**src/rtl/alu_arbiter.sv**
```systemverilog
// Two-requester arbitrated 4-bit ALU: IDLE -> EXEC -> DONE, alternating priority on contention.
// Optional per-requester completion counters are enabled with the ALU_ARB_STATS_EN macro.
module alu_arbiter #(
    parameter bit FIRST_PRIO = 1'b0
) (
    input  logic       Clock,
    input  logic       Reset_b,
    input  logic       Req0,
    input  logic [3:0] A0,
    input  logic [3:0] B0,
    input  logic [1:0] Func0,
    input  logic       Req1,
    input  logic [3:0] A1,
    input  logic [3:0] B1,
    input  logic [1:0] Func1,
    output logic       Ack0,
    output logic       Ack1,
    output logic [7:0] Result,
    output logic       Busy,
`ifdef ALU_ARB_STATS_EN
    output logic [7:0] Count0,
    output logic [7:0] Count1,
`endif
    output logic       Owner
);

    typedef enum logic [1:0] {
        IDLE = 2'd0,
        EXEC = 2'd1,
        DONE = 2'd2
    } state_t;

    state_t     state, state_nxt;
    logic       owner, prio, grant, load;
    logic       ack0, ack1, busy;
    logic [3:0] a_p0, b_p0;
    logic [1:0] func_p0;
    logic [7:0] result_p1;

    function automatic logic [7:0] alu_op(input logic [3:0] a, input logic [3:0] b,
                                          input logic [1:0] f);
        logic [4:0] sum;
        sum = {1'b0, a} + {1'b0, b};
        case (f)
            2'b00:   alu_op = {3'b000, sum};
            2'b01:   alu_op = {4'b0000, a | b};
            2'b10:   alu_op = {4'b0000, a & b};
            default: alu_op = {a, b};
        endcase
    endfunction

    always_comb begin
        state_nxt = state;
        grant     = prio;
        load      = 1'b0;
        ack0      = 1'b0;
        ack1      = 1'b0;
        busy      = 1'b0;
        case (state)
            IDLE: begin
                if (Req0 || Req1) begin
                    load      = 1'b1;
                    state_nxt = EXEC;
                    // Priority only matters on a tie; a lone request always wins.
                    grant     = (Req0 && Req1) ? prio : Req1;
                end
            end
            EXEC: begin
                busy      = 1'b1;
                state_nxt = DONE;
            end
            DONE: begin
                busy      = 1'b1;
                ack0      = ~owner;
                ack1      = owner;
                state_nxt = IDLE;
            end
            default: state_nxt = IDLE;
        endcase
    end

    always_ff @(posedge Clock) begin
        if (!Reset_b) begin
            state <= IDLE;
            owner <= FIRST_PRIO;
            prio  <= FIRST_PRIO;
        end else begin
            state <= state_nxt;
            if (load)
                owner <= grant;
            if (state == DONE)
                prio <= ~owner;
        end
    end

    // Stage p0: operand latch on grant
    always_ff @(posedge Clock) begin
        if (!Reset_b) begin
            a_p0    <= '0;
            b_p0    <= '0;
            func_p0 <= '0;
        end else if (load) begin
            a_p0    <= grant ? A1 : A0;
            b_p0    <= grant ? B1 : B0;
            func_p0 <= grant ? Func1 : Func0;
        end
    end

    // Stage p1: registered ALU result, held until the next operation
    always_ff @(posedge Clock) begin
        if (!Reset_b)
            result_p1 <= '0;
        else if (state == EXEC)
            result_p1 <= alu_op(a_p0, b_p0, func_p0);
    end

`ifdef ALU_ARB_STATS_EN
    logic [7:0] count0, count1;

    function automatic logic [7:0] sat_inc(input logic [7:0] v);
        sat_inc = (v == 8'hFF) ? v : v + 8'd1;
    endfunction

    always_ff @(posedge Clock) begin
        if (!Reset_b) begin
            count0 <= '0;
            count1 <= '0;
        end else begin
            if (ack0)
                count0 <= sat_inc(count0);
            if (ack1)
                count1 <= sat_inc(count1);
        end
    end

    assign Count0 = count0;
    assign Count1 = count1;
`endif

    assign Ack0   = ack0;
    assign Ack1   = ack1;
    assign Busy   = busy;
    assign Owner  = owner;
    assign Result = result_p1;

endmodule

```
**config.mk**
```make
export PLATFORM = sky130hd
export DESIGN_NAME = alu_arbiter
export DESIGN_NICKNAME = d
export VERILOG_FILES = /design/src/rtl/alu_arbiter.sv
export SDC_FILE = /design/constraint.sdc
export NUM_CORES = 1
export LEC_CHECK = 0
export ABC_AREA = 0
export CAP_MARGIN = 20
export CORE_MARGIN = 8
export CORE_UTILIZATION = 45
export DETAILED_ROUTE_END_ITERATION = 6
export PLACE_DENSITY = 0.75
export SLEW_MARGIN = 20
export SYNTH_ARGS = -nofsm -noshare
export SYNTH_HDL_FRONTEND = slang
export SYNTH_SLANG_ARGS = --single-unit
```
**constraint.sdc**
```tcl
create_clock -name Clock -period 4.35 [get_ports Clock]
set_input_delay 0.87 -clock Clock [delete_from_list [all_inputs] [get_ports Clock]]
set_output_delay 0.87 -clock Clock [all_outputs]
set_load 0.05 [all_outputs]
```
==> results by group, run 1 <==
Route
  – Vias/cell: 5.33
  – Via count: 1115
  – Remaining DRCs: 0
  – Number of antenna-violating nets in the routed design: 0
  – Number of DRC markers in iteration 0: 27
  – Routed len/inst: 14.0 microns
  – First-pass DRT Iterations: 4
  – Final wirelength: between 2 and 3 mm

Yosys
  – Unique masters post-synth: 32
  – Yosys warns: 0
  – Syn Area/Cell: 9.14 sq um
  – Synth async-reset ratio: 0
  – Top FF cell, synth: dfxtp_1
  – Number of flops mapped to enable cells by yosys: 0
  – Mapped Cells: around 150
  – Synth Net Count: 183
  – Seq/Total Area, Yosys: 0.330
  – Post-Syn Area: 1330 sq um
  – Register bit count reported by yosys: 22

STA
  – Tmin final: 2.82 ns
  – Endpoints failing setup: 0
  – Skew final: 0.00323 ns
  – Final hold vios: 0
  – Unrepaired setup endpoints after global routing: false
  – Final Slew Violations: 0
  – Setup_tns: 0 ns
  – Period utilisation layout: 0.649
  – Fmax: 354 MHz
  – Rel. slew slack: 0.550
  – Least-Margin Pin Slew: 0.671 ns

Place
  – Global placement routability congestion: 0.833
  – HPWL after DPL: 2.39 mm
  – Post-DP Area: 1660 sq um
  – Port bufs: 35

Pwr
  – Worst vdd ir: 0.193 mV
  – Sw frac: 0.336
  – Share of power burned in the clock network: 0.213
  – Register share of total power: 0.451
  – P_int: 359 uW
  – NetSw: around 180 uW
  – Pwr dens: 317 nW/um^2
  – Combinational Power Share: 0.336
  – Static leakage: 0.000665 uW

Clock network
  – CTS Hold Bufs: 0
  – Max Buffers Root-to-Sink: 2
  – Clock transition at path regs: 0.12 ns
  – CTS Sinks: 22
  – CTS H-Tree Depth: 1
  – Worst-Skew Late Latency: between 0.3 and 0.4 ns
  – Post-cts resize count: 0
  – Num CTS Buffers: 3
  – Post-CTS Setup Bufs: 0
  – CTS tree: built
  – Clk root buf: clkbuf_4

Layout
  – Area taken by multi-input logic gates: 774 sq um
  – Layout cells sized above 1: 0.0449
  – Final Instance Area: 1700 sq um
  – Ant. Diodes: 0
  – Nets: 216
  – Area delta synth->final: 27.5%
  – Storage cell area: 440 sq um
  – Fill count: about 260

Die
  – Die Wd: 70.4 microns
  – Starting Density: 0.480
  – IO Count: 36
  – Row count: 19
  – Core area: 2780 sq um
  – DIE AREA: 4960 sq um
  – DIE HEIGHT: 70.4 microns

Global route
  – First-pass GRT wire length: between 4 and 5 mm
  – Largest net degree at the start of global routing: 15
  – Gr usage total: 0.117
  – Gr ovfl total: 0
  – Vias in the first global route: 1112
  – Initial antenna violation count: 0

Outcome
  – Status: complete, no violations

Worst setup path
  – Worst Path Required: 3.48 ns
  – CP Max Fanout: 3
  – Critical Path AT: 1.95 ns
  – Crit start category: register
  – CP Class: register to output port
  – Crit. End Element: output port

Worst hold path
  – Worst Hold Class: register to register

Run
  – Max-Cap Viols: 0
## metal layers
metal	vias up	track usage	share of wire
met5	-	0	0
met4	0	0.0603	0.019
met3	5	0.0212	0.044
met2	27	0.211	0.51
met1	526	0.126	0.43
li1	557	-	-
## registers in the layout, indices dropped and copies added (netlist names)
signal and flops:
state 2, b_p0 4, Result 8, Owner 1, prio 1, func_p0 2, a_p0 4
## power groups by stage
stage               clock network (uW)  logic [uW]  registers (uW)
finish                             115         181             244
global placement                     0         174             247
global route                       127         198             247
CTS                                121         183             243
floorplan                            0         120             258
detailed placement                   0         183             248
## critical path, stage by stage (launching register included)
cell	delay, ns
dfxtp_1	0.35
inv_1	0.11
ha_1	0.21
and2_1	0.16
clkdlybuf4s50_1	0.81
## final timing paths
| kind | startpoint | to | slack (ns) | cells past startpoint |
|---|---|---|---|---|
| setup / recovery | state[0] | Ack1 | 1.53 | 4 |
| hold / removal | b_p0[3] | b_p0[3] | 0.48 | 2 |
| setup reg to reg | b_p0[0] | Result[2] | 2.39 | 6 |
| hold reg to reg | b_p0[3] | b_p0[3] | 0.48 | 2 |
## layout by cell type, fill, tap and decap left out, types with 4 or more instances in the layout
cell             count
clkdlybuf4s50_1     35
dfxtp_1             22
nand2_1             17
inv_1               16
mux2i_1             14
ha_1                12
o21ai_1             10
nand2b_1             6
o21ai_0              5
a21boi_0             5
a21oi_1              5
nor2b_1              4
## synthesized netlist by cell type (3+ instances only)
library cell  count  share of area
dfxtp_1          22           0.33
nand2_1          17          0.048
inv_1            16          0.045
mux2i_1          14           0.11
ha_1             12           0.11
o21ai_1          10          0.038
nand2b_1          6          0.028
a21boi_0          5          0.028
a21oi_1           5          0.019
o21ai_0           5          0.019
nor2b_1           4          0.019
nand4_1           3          0.014
nor2_1            3         0.0084
## cell families (layout without fill, tap and decap cells)
| group | after synthesis | count (layout) | share of synthesized area |
|---|---|---|---|
| adder cells (fa/ha/maj) | 13 | 13 | 0.128 |
| AND/OR/NAND/NOR | 39 | 39 | 0.144 |
| buffers and inverters | 23 | 55 | 0.0891 |
| multiplexers | 17 | 17 | 0.159 |
| flip-flops | 22 | 22 | 0.330 |
| AO/OA/AOI/OAI | 31 | 31 | 0.144 |
| XOR/XNOR | 1 | 1 | 0.00657 |
## stage by stage
stage                     total power (uW)  hold WS (ns)  setup WS [ns]  instances  utilization
after CTS                              547         0.485           1.50        209        0.611
after global placement                 421         0.459           1.83        205        0.598
after global routing                   572         0.522           1.39        209        0.611
after detailed placement               431         0.467           1.76        205        0.598
after floorplan                        378         0.445           2.21        146            -
final                                  540         0.484           1.53        209        0.611
## area by class of cell
type / count / share of cell area
well taps: 31 / 0.0228
multi-input cells: 101 / 0.455
inverters: 16 / 0.0353
flip-flops and latches: 22 / 0.259
clock buffers: 4 / 0.0213
repair buffers: 35 / 0.206
Power figures use the tool's default switching activity.
==> run 2, diff against run 1 <==
==> constraint.sdc (replaced) <==
create_clock -name Clock -period 2.7 [get_ports Clock]
set_input_delay 0.54 -clock Clock [delete_from_list [all_inputs] [get_ports Clock]]
set_output_delay 0.54 -clock Clock [all_outputs]
set_load 0.05 [all_outputs]
==> results by group, run 2 (synthesis gave the netlist of run 1 again) <==
Clock network
  – Max Buffers Root-to-Sink: 2
  – Clock transition at path regs: roughly 0.13 ns
  – Clk root buf: clkbuf_4
  – CTS tree: built
  – CTS Hold Bufs: 0
  – Worst-Skew Late Latency: 0.31 ns
  – CTS H-Tree Depth: 1
  – Post-CTS Setup Bufs: 0
  – CTS Sinks: 22
  – Num CTS Buffers: 3
  – Post-cts resize count: 0

Global route
  – Largest net degree at the start of global routing: 15
  – Met1 Use GR: 0.124
  – First-pass GRT wire length: 4.79 mm
  – Global Route met2 Usage: 0.202
  – Vias in the first global route: between 1000 and 1500
  – Initial antenna violation count: 0
  – Gr usage total: 0.116
  – GR Util met3: 0.0311
  – GR peak layer: met2
  – Gr ovfl total: 0

Worst hold path
  – Min-delay src: b_p0[2]
  – Hold worst-path end: b_p0[2]
  – Worst hold path depth: 2
  – Worst Hold Class: register to register

Worst setup path
  – Crit. End Element: output port
  – Critical-path cell list: inv_1 > ha_1 > and2_1 > clkdlybuf4s50_1
  – Reg2Reg Setup Slack: approximately 0.77 ns
  – Buf/Inv on CP: 2
  – CP Class: register to output port
  – CP Max Fanout: 3
  – Length in cells of the worst reg-to-reg path: 7
  – RR Endpoint: Result[1]
  – Crit start category: register
  – Critical Path Stages: 4
  – Slowest cell on the critical path: clkdlybuf4s50_1
  – Worst path max stage delay: 0.81 ns
  – Worst Path Required: 2.16 ns
  – Worst r2r src: a_p0[0]
  – Critical Path AT: around 1.9 ns
  – Crit-path leading delay family: buffers and inverters

Layout
  – Final Instance Area: 1700 sq um
  – Fill count: about 250
  – Layout cells sized above 1: 0.0449
  – Commonest non-fill, non-tap cell in the layout: clkdlybuf4s50_1
  – Ant. Diodes: 0
  – Largest register FFs: 8
  – Most frequent cells in the layout: clkdlybuf4s50_1, dfxtp_1, nand2_1
  – Area delta synth->final: 27.5%
  – Nets: 216

Pwr
  – Static leakage: 0.000665 uW
  – Power Total: between 800 and 900 uW
  – Worst vdd ir: 0.315 mV
  – Pwr dens: 509 nW/um^2

Place
  – Setup WS pre-CTS: 0.442 ns
  – HPWL after DPL: 2.23 mm
  – Post-DP Area: 1660 sq um
  – Port bufs: 35
  – Global placement routability congestion: 0.843

Route
  – Number of antenna-violating nets in the routed design: 0
  – Final wirelength: 2.74 mm
  – Via count: between 1000 and 1500
  – Number of DRC markers in iteration 0: 31
  – First-pass DRT Iterations: 4
  – Remaining DRCs: 0
  – Vias/cell: 5.12
  – Routed len/inst: 13.1 microns

Outcome
  – Status: complete, no violations

Die
  – Starting Density: 0.480
  – IO Count: 36
  – DIE AREA: 4960 sq um
  – Core area: 2780 sq um
  – Die Wd: 70.4 microns
  – Row count: 19
  – DIE HEIGHT: 70.4 microns

STA
  – Final Slew Violations: 0
  – Final hold slack: 0.490 ns
  – Skew final: 0.00669 ns
  – Final hold vios: 0
  – Fin worst setup slack: 0.249 ns
  – Fmax: 408 MHz
  – Rel. slew slack: 0.547
  – Endpoints failing setup: 0
  – Setup_tns: 0 ns
  – Least-Margin Pin Slew: 0.675 ns
  – Period utilisation layout: 0.908
  – Unrepaired setup endpoints after global routing: false
  – Tmin final: between 2 and 2.5 ns

Run
  – Max-Cap Viols: 0
-- run 2: cell counts in the layout (fill, tap and decap cells not counted) --
No cell type changed its count.
-- run 2: where the power goes --
part | switching, uW | internal (uW) | leakage, uW
logic | 149 | 139 | 0.000464
clock network | 101 | 82.3 | 0.0000210
registers | 37.2 | 356 | 0.000180
-- run 2: worst max-delay path by stage --
stage | slack, ns | end | from
finish | 0.25 | Ack1 | state[0]
global route | 0.12 | Ack1 | state[0]
CTS | 0.23 | Ack1 | state[0]
detailed placement | 0.44 | a_p0[0] | Req1
global placement | 0.52 | b_p0[1] | Req1
floorplan | 0.89 | Ack0 | state[0]
-- run 2: through the flow --
step	instances	utilization
2_1_floorplan	146	-
3_3_place_gp	205	0.598
3_5_place_dp	205	0.598
4_1_cts	209	0.611
5_1_grt	209	0.611
6_report	209	0.611
-- run 2: routing by layer --
layer | part of all wire | wire (microns) | vias up
met5 | 0 | 0 | -
met2 | 0.50 | 1370 | 23
met3 | 0.035 | 96 | 4
li1 | - | - | 557
met1 | 0.45 | 1220 | 486
met4 | 0.019 | 53 | 0
-- run 2: final cells by class --
| type | instances | area [sq um] | area share |
|---|---|---|---|
| repair buffers | 35 | 350 | 0.206 |
| multi-input cells | 101 | 774 | 0.455 |
| flip-flops and latches | 22 | 440 | 0.259 |
| inverters | 16 | 60.1 | 0.0353 |
| well taps | 31 | 38.8 | 0.0228 |
| clock buffers | 4 | 36.3 | 0.0213 |
-- run 2: worst min-delay path, stage by stage (launching register included) --
cell and delay (ns):
dfxtp_1 0.35, nand2_1 0.06, o21ai_1 0.05
==> run 3, diff against run 2 <==
--- a/config.mk
+++ b/config.mk
@@ -10,6 +10,7 @@
 export CORE_MARGIN = 8
 export CORE_UTILIZATION = 45
 export DETAILED_ROUTE_END_ITERATION = 6
+export MAX_ROUTING_LAYER = met4
 export PLACE_DENSITY = 0.75
 export SLEW_MARGIN = 20
 export SYNTH_ARGS = -nofsm -noshare
==> constraint.sdc (replaced) <==
create_clock -name Clock -period 3 [get_ports Clock]
set_input_delay 0.6 -clock Clock [delete_from_list [all_inputs] [get_ports Clock]]
set_output_delay 0.6 -clock Clock [all_outputs]
set_load 0.05 [all_outputs]
==> results by group, run 3 (synthesis gave the netlist of run 1 again) <==
Pwr
  – Pwr dens: 460 nW/um^2
  – Power Total: 783 uW
  – Combinational Power Share: 0.336
  – NetSw: 263 uW
  – Share of power burned in the clock network: 0.213
  – P_int: 520 uW
  – Register share of total power: 0.451
  – Static leakage: ~0.00067 uW
  – Worst vdd ir: around 0.28 mV
  – Sw frac: 0.336

Route
  – Vias/cell: 5.33
  – First-pass DRT Iterations: 4
  – Final wirelength: about 3 mm
  – Via count: roughly 1100
  – Number of DRC markers in iteration 0: 27
  – Number of antenna-violating nets in the routed design: 0
  – Remaining DRCs: 0
  – Routed len/inst: 14.0 microns

STA
  – Final Slew Violations: 0
  – Period utilisation layout: 0.851
  – Skew final: 0.00323 ns
  – Tmin final: 2.55 ns
  – Final hold vios: 0
  – Fmax: slightly below 400 MHz
  – Least-Margin Pin Slew: ~0.67 ns
  – Endpoints failing setup: 0
  – Unrepaired setup endpoints after global routing: false
  – Setup_tns: 0 ns
  – Rel. slew slack: 0.550

Global route
  – Gr ovfl total: 0
  – Largest net degree at the start of global routing: 15
  – Initial antenna violation count: 0
  – Gr usage total: 0.120
  – Vias in the first global route: 1112
  – First-pass GRT wire length: 4.94 mm

Clock network
  – CTS H-Tree Depth: 1
  – CTS tree: built
  – Worst-Skew Late Latency: 0.31 ns
  – Post-cts resize count: 0
  – Post-CTS Setup Bufs: 0
  – Clk root buf: clkbuf_4
  – Clock transition at path regs: 0.12 ns
  – Max Buffers Root-to-Sink: 2
  – CTS Sinks: 22
  – CTS Hold Bufs: 0
  – Num CTS Buffers: 3

Die
  – DIE AREA: 4960 sq um
  – Core area: 2780 sq um
  – Die Wd: a little over 70 microns
  – DIE HEIGHT: about 70 microns
  – Row count: 19
  – IO Count: 36
  – Starting Density: 0.480

Layout
  – Final Instance Area: 1700 sq um
  – Largest register FFs: 8
  – Commonest non-fill, non-tap cell in the layout: clkdlybuf4s50_1
  – Most frequent cells in the layout: clkdlybuf4s50_1, dfxtp_1, nand2_1
  – Cell Count, Final, Fillers Out: between 200 and 250
  – Area delta synth->final: 27.5%
  – Layout cells sized above 1: 0.0449
  – Nets: around 220
  – Ant. Diodes: 0
  – Fill count: 255

Run
  – Max-Cap Viols: 0

Worst setup path
  – Worst Path Required: about 2.4 ns
  – CP Max Fanout: 3
  – Length in cells of the worst reg-to-reg path: 6
  – CP Class: register to output port
  – Crit. End Element: output port
  – Crit start category: register
  – Critical Path AT: 1.95 ns

Worst hold path
  – Worst Hold Class: register to register
  – Worst hold path depth: 2

Place
  – Global placement routability congestion: 0.846
  – Port bufs: 35
  – HPWL after DPL: roughly 2.4 mm
  – Placed Cells: 205
  – Post-DP Area: 1660 sq um

Outcome
  – Status: complete, no violations
[run 3: cell counts in the layout (fill, tap and decap cells not counted)]
Identical to the previous run, type by type.
[run 3: cell type report]
cell class,count,area [sq um],area share
multi-input combinational,101,774,0.455
clock buffer,4,36.3,0.0213
inverter,16,60.1,0.0353
sequential,22,440,0.259
tap,31,38.8,0.0228
timing repair buffer,35,350,0.206
[run 3: worst paths after layout]
kind	startpoint	end	slack (ns)
max reg2reg	b_p0[0]	Result[2]	1.04
min	b_p0[3]	b_p0[3]	0.48
min reg2reg	b_p0[3]	b_p0[3]	0.48
max	state[0]	Ack1	0.45
[run 3: worst max-delay path, stage by stage (launching register included)]
cell and delay [ns]:
dfxtp_1 0.35, inv_1 0.11, ha_1 0.21, and2_1 0.16, clkdlybuf4s50_1 0.81
[run 3: per-stage QoR]
stage                     setup WS (ns)  utilization  hold WS [ns]
after floorplan                    1.13            -         0.445
final                             0.447        0.611         0.484
after detailed placement          0.681        0.598         0.467
after global routing              0.314        0.611         0.522
after CTS                         0.420        0.611         0.485
after global placement            0.753        0.598         0.459
[run 3: metal layers]
| metal | up-vias | wire [microns] | GRT usage |
|---|---|---|---|
| met5 | - | 0 | - |
| met4 | 0 | 57 | 0.0603 |
| met3 | 5 | 107 | 0.0169 |
| met2 | 27 | 1490 | 0.211 |
| met1 | 526 | 1270 | 0.129 |
| li1 | 557 | - | - |
[run 3: power groups by stage]
stage          Clock [uW]  Sequential [uW]  Combinational, uW
2_1_floorplan           0              375                173
4_1_cts               175              353                266
3_3_place_gp            0              358                253
5_1_grt               184              358                287
6_report              167              353                263
3_5_place_dp            0              360                265
